[src/rtl/rps_match_engine.sv]
// ---------------------------------------------------------------------------
// rps_match_engine
//   Registered rock-paper-scissors match controller. Each round_valid strobe
//   scores moves A and B. The first player to reach WIN_TARGET round wins
//   takes the match. The engine then sits in OVER until new_match is pulsed.
//   Score digits are decoded combinationally for two 7-segment displays.
//
// Ports
//   CLK          in   system clock, rising edge
//   RST_N        in   asynchronous active-low reset
//   A, B         in   moves: 00 rock, 01 paper, 10 scissors, 11 invalid
//   round_valid  in   1-cycle strobe, A/B hold a round to score
//   new_match    in   1-cycle strobe, clear scores and restart
//   result       out  00 tie, 01 A wins, 10 B wins, 11 invalid round
//   result_valid out  1-cycle pulse when result is updated
//   Acounter     out  rounds won by A
//   Bcounter     out  rounds won by B
//   round_cnt    out  rounds scored this match (saturating)
//   match_over   out  high while in OVER
//   winner       out  00 none, 01 A, 10 B
//   seg7A, seg7B out  hex digit of the low nibble of each counter, bit0 = seg a
//   fsm_state    out  current FSM state (0 PLAY, 1 OVER) for observation
//
// Handshake: a round is accepted on every rising edge where round_valid is
// high, the FSM is in PLAY and new_match is low. There is no back-pressure,
// so one round per cycle is sustained. new_match takes priority over
// round_valid in the same cycle.
// ---------------------------------------------------------------------------
module rps_match_engine #(
    parameter int CNT_W          = 4,
    parameter int WIN_TARGET     = 3,
    parameter int ROUND_W        = 6,
    parameter bit SEG_ACTIVE_LOW = 1'b0
) (
    input  logic               CLK,
    input  logic               RST_N,
    input  logic [1:0]         A,
    input  logic [1:0]         B,
    input  logic               round_valid,
    input  logic               new_match,
    output logic [1:0]         result,
    output logic               result_valid,
    output logic [CNT_W-1:0]   Acounter,
    output logic [CNT_W-1:0]   Bcounter,
    output logic [ROUND_W-1:0] round_cnt,
    output logic               match_over,
    output logic [1:0]         winner,
    output logic [0:6]         seg7A,
    output logic [0:6]         seg7B,
    output logic               fsm_state
);

    typedef enum logic {
        PLAY = 1'b0,
        OVER = 1'b1
    } state_t;

    localparam logic [CNT_W-1:0]   TARGET    = CNT_W'(WIN_TARGET);
    localparam logic [ROUND_W-1:0] ROUND_MAX = '1;

    state_t             state;
    logic [1:0]         round_res;
    logic [CNT_W-1:0]   a_inc;
    logic [CNT_W-1:0]   b_inc;
    logic [3:0]         digit_a;
    logic [3:0]         digit_b;

    assign a_inc     = Acounter + CNT_W'(1);
    assign b_inc     = Bcounter + CNT_W'(1);
    assign fsm_state = state;

    // Round outcome: each move beats the one encoded just below it, modulo 3.
    always_comb begin
        round_res = 2'b00;
        if (A == 2'b11 || B == 2'b11) begin
            round_res = 2'b11;
        end else if (A == B) begin
            round_res = 2'b00;
        end else if ((A == 2'b01 && B == 2'b00) ||
                     (A == 2'b10 && B == 2'b01) ||
                     (A == 2'b00 && B == 2'b10)) begin
            round_res = 2'b01;
        end else begin
            round_res = 2'b10;
        end
    end

    always_ff @(posedge CLK or negedge RST_N) begin
        if (!RST_N) begin
            state        <= PLAY;
            result       <= 2'b00;
            result_valid <= 1'b0;
            Acounter     <= '0;
            Bcounter     <= '0;
            round_cnt    <= '0;
            match_over   <= 1'b0;
            winner       <= 2'b00;
        end else if (new_match) begin
            state        <= PLAY;
            result       <= 2'b00;
            result_valid <= 1'b0;
            Acounter     <= '0;
            Bcounter     <= '0;
            round_cnt    <= '0;
            match_over   <= 1'b0;
            winner       <= 2'b00;
        end else begin
            case (state)
                PLAY: begin
                    result_valid <= round_valid;
                    if (round_valid) begin
                        result <= round_res;
                        if (round_cnt != ROUND_MAX) begin
                            round_cnt <= round_cnt + ROUND_W'(1);
                        end
                        if (round_res == 2'b01) begin
                            Acounter <= a_inc;
                            // Reaching the target ends the match on the same
                            // edge that publishes the deciding round.
                            if (a_inc == TARGET) begin
                                state      <= OVER;
                                match_over <= 1'b1;
                                winner     <= 2'b01;
                            end
                        end else if (round_res == 2'b10) begin
                            Bcounter <= b_inc;
                            if (b_inc == TARGET) begin
                                state      <= OVER;
                                match_over <= 1'b1;
                                winner     <= 2'b10;
                            end
                        end
                    end
                end
                OVER: begin
                    result_valid <= 1'b0;
                end
                default: begin
                    state <= PLAY;
                end
            endcase
        end
    end

    // Only the low nibble of each counter is displayed. Narrow counters are
    // zero-extended.
    generate
        if (CNT_W >= 4) begin : g_digit_slice
            assign digit_a = Acounter[3:0];
            assign digit_b = Bcounter[3:0];
        end else begin : g_digit_ext
            assign digit_a = {{(4 - CNT_W){1'b0}}, Acounter};
            assign digit_b = {{(4 - CNT_W){1'b0}}, Bcounter};
        end
    endgenerate

    // Active-high segment pattern, listed left to right as a..g.
    function automatic logic [0:6] hex_to_seg(input logic [3:0] d);
        logic [0:6] s;
        case (d)
            4'h0: s = 7'b1111110;
            4'h1: s = 7'b0110000;
            4'h2: s = 7'b1101101;
            4'h3: s = 7'b1111001;
            4'h4: s = 7'b0110011;
            4'h5: s = 7'b1011011;
            4'h6: s = 7'b1011111;
            4'h7: s = 7'b1110000;
            4'h8: s = 7'b1111111;
            4'h9: s = 7'b1111011;
            4'hA: s = 7'b1110111;
            4'hB: s = 7'b0011111;
            4'hC: s = 7'b1001110;
            4'hD: s = 7'b0111101;
            4'hE: s = 7'b1001111;
            default: s = 7'b1000111;
        endcase
        return s;
    endfunction

    always_comb begin
        seg7A = hex_to_seg(digit_a);
        seg7B = hex_to_seg(digit_b);
        if (SEG_ACTIVE_LOW) begin
            seg7A = ~seg7A;
            seg7B = ~seg7B;
        end
    end

endmodule

[config.mk]
export PLATFORM = sky130hd
export DESIGN_NAME = rps_match_engine
export DESIGN_NICKNAME = d
export VERILOG_FILES = /design/src/rtl/rps_match_engine.sv
export SDC_FILE = /design/constraint.sdc
export NUM_CORES = 1
export LEC_CHECK = 0
export ABC_AREA = 0
export ABC_CLOCK_PERIOD_IN_PS = 1600
export CORE_MARGIN = 4
export CORE_UTILIZATION = 46
export CTS_BUF_LIST = sky130_fd_sc_hd__clkbuf_4 sky130_fd_sc_hd__clkbuf_8
export DETAILED_ROUTE_END_ITERATION = 10
export PLACE_DENSITY = 0.76
export SYNTH_ARGS = -nofsm -noshare
export SYNTH_HDL_FRONTEND = slang
export SYNTH_SLANG_ARGS = --single-unit
[constraint.sdc]
create_clock -name CLK -period 1.6 [get_ports CLK]
set_clock_uncertainty 0.15 [all_clocks]
set_input_delay 0.16 -clock CLK [delete_from_list [all_inputs] [get_ports CLK]]
set_output_delay 0.16 -clock CLK [all_outputs]
set_load 0.02 [all_outputs]
==> out/metrics.yaml <==
grt:
  grt_pass1_vias: 2070
  grt_antenna_before_repair: 0
  overflow: 0
  track_usage: 0.228
  grt_pass1_wl_um: 9160
  grt_max_degree: 22
timing:
  slew_headroom: 0.733
  fin_ws_ps: -443
  holdWs_ps: 81.3
  period_needed_ps: 2040
  rsz0062_at_grt: "yes"
  fmax_mhz: 490
  hold_viol_final: 0
  finalSetupTns_ps: -4760
  finalSetupViolations: 19
  final_max_slew_viol_count: 0
  timing.final.crit_share: 1.28
  tightest_slew_ps: 400
detailed_routing:
  route.antenna.remaining_nets: 0
  wl_per_cell_um: 16.4
  vias: 1979
  drc: 0
  wl_um: 5840
  vias_per_cell: 5.54
  dr.pass1.iters: 4
  drtIter0Drc: 63
run:
  drv_cap: 0
floorplanning:
  fp.dieH_um: 69.5
  die_x_um: 69.5
  row_count: 22
  dieArea_um2: 4830
  io_pins: 43
  coreArea_um2: 3660
  initial_core_util: 0.476
pwr:
  p_sw_frac: 0.308
  seqPwrFrac: 0.419
  ir_drop_uv: 447
  powerDensity_nw_per_um2: 420
  intPower_w: 0.000925
  power_switching_w: 0.000413
  pwr-share-comb: 0.307
  pwr-share-clk: 0.274
  p_leak_nw: 1.43
clock_network:
  cts.path.max_buffers: 2
  cts_sinks: 21
  cts_made_buffers: 3
  cts_root_buffer: "clkbuf_8"
  clock_latency_ps: 270
  cts_tree: "done"
  clkSlewWorstSetupHoldPaths_ps: 80
  htree_levels: 1
min_path:
  hold_path_class: "input port to async pin"
synthesis:
  synth_nets: 230
  synth_edf_count: 0
  postSynthAreaPerCell_um2: 8.50
  yosys_warnings: 0
  syn_area_um2: 1740
  synth-async-reset-ratio: 1.00
  yosysTopAreaCellShare: 0.302
  yosysTopAreaCell: "dfrtp_1"
  ys.flop_type: "dfrtp_1"
  synthTopCellsByArea: "dfrtp_1 30%, ha_1 12%, a21oi_1 5.7%"
  seq_area_frac_synth: 0.302
  synth_cells: 205
  synth-seq-cells: 21
  synth_cell_type_count: 44
layout:
  area_delta_synth_final_pct: 83.0
  n_antenna_cell: 0
  final_cell_mix: "65 x buf_4, 21 x buf_6, 13 x dlygate4sd2_1"
  mostFrequentLayoutCell: "buf_4"
  drive_gt1_frac: 0.602
  final_area_um2: 3190
  nNetsFinal: 335
  post-route-util: 0.870
setup_path:
  path_max_fanout: 6
  reg2regPathDepth: 8
  cpMostUsedCell: "buf_4"
  critPathLaunchType: "register"
  r2r-end: "match_over$_DFFE_PN0P_"
  crit_required_ps: 1600
  r2r_slack_ps: -440
  critPathSlowestCell: "dfrtp_2"
  critPathMaxStageDelay_ps: 450
  crit_chain: "buf_4 > buf_6 > ha_2 > buf_4 > nor4b_2 > a31oi_2 > o22a_1 > o32ai_1"
  worst_ep_arrival_time_ps: 2040
  critPathCaptureType: "register"
  path_class: "register to register"
  reg2reg_from: "Acounter[1]$_DFFE_PN0P_"
placed_design:
  portBuffers: 42
  dp_hpwl_um: 3780
  placedInstanceArea_um2: 2760
  place_congestion: 0.800
status:
  violations: "negative setup slack"
  status: "complete, but fails checks"
-- flip-flops by register name (all words and copies together) (netlist names) --
name          cells
Acounter          4
Bcounter          4
fsm_state         1
match_over        1
result            2
result_valid      1
round_cnt         6
winner            2
-- worst max-delay path: cells and delay by family (launching register included) --
family,cells,cell delay [ps]
AOI/OAI and AO/OA,3,600
and+or+nand+nor,1,160
adders and majority gates,1,170
DFF,1,450
buffers and inverters,3,400
-- how the worst max path moves through the flow --
stage / from / end / slack (ps) / depth (start not counted)
after floorplan: Acounter[0]$_DFFE_PN0P_ / seg7A[3] / -140 / 5
after global placement: Acounter[0]$_DFFE_PN0P_ / seg7A[3] / -550 / 6
after detailed placement: Acounter[0]$_DFFE_PN0P_ / seg7A[3] / -570 / 6
after CTS: Acounter[0]$_DFFE_PN0P_ / seg7A[3] / -390 / 6
after global routing: Acounter[1]$_DFFE_PN0P_ / match_over$_DFFE_PN0P_ / -530 / 8
final: Acounter[1]$_DFFE_PN0P_ / match_over$_DFFE_PN0P_ / -440 / 8
-- cell families (layout without fill, tap and decap cells) --
kind of cell,count (synthesis),in the layout,synth area share
fa+ha+maj,17,17,0.122
simple gates,65,65,0.205
mux,6,6,0.0431
buf+inv,31,135,0.0747
flops,21,21,0.302
xor+xnor,4,4,0.0201
compound gates,61,61,0.233
-- layer usage --
layer / global-route usage / up-vias / wire (µm)
met1: 0.265 / 967 / 2420
met4: 0.0911 / 0 / 120
met5: 0 / - / 0
met3: 0.0391 / 14 / 194
met2: 0.411 / 51 / 3110
li1: - / 947 / -
-- cell type report --
type	instances	area, µm²
inverters	17	73.8
multi-input cells	153	1500
clock buffers	3	41.3
flip-flops and latches	21	538
fillers	199	474
clock inverters	1	7.51
well taps	48	60.1
repair buffers	114	967
-- cell usage after synthesis, types with 2 or more instances --
master and number:
a211oi_1 2, a21bo_2 3, a21oi_1 20, a22oi_1 3, a2bb2oi_1 2, a31oi_1 4, and3_1 3, buf_2 2
clkbuf_1 10, dfrtp_1 21, ha_1 17, inv_1 17, mux2_2 2, mux2i_1 3, nand2_1 9, nand2b_1 4
nand3_1 6, nand3b_1 4, nor2_1 15, nor2b_1 5, nor3_1 7, nor4b_1 4, o21ai_0 14, o31ai_1 2
o32ai_1 2, or3_1 2, or4_1 2, xnor2_1 4
-- what timing repair did --
item	CTS	global route
hold buffers	0	0
pin swaps	17	14
setup buffers	14	1
setup endpoints to repair	43	28
gates resized for setup	152	37
-- power groups by stage --
stage	registers, W	logic, W	clock network, W
final	0.000561	0.000410	0.000367
after global routing	0.000562	0.000439	0.000405
after CTS	0.000561	0.000384	0.000381
after detailed placement	0.000571	0.000357	0
after global placement	0.000571	0.000347	0
after floorplan	0.000593	0.000164	0
-- metrics by stage --
step                      power [W]  worst slack [ps]  instances
after CTS                   0.00133              -391        357
after floorplan            0.000757              -136        205
after global routing        0.00141              -531        357
final                       0.00134              -443        357
after global placement     0.000918              -545        339
after detailed placement   0.000928              -567        339
(Power assumes the default switching activity.)
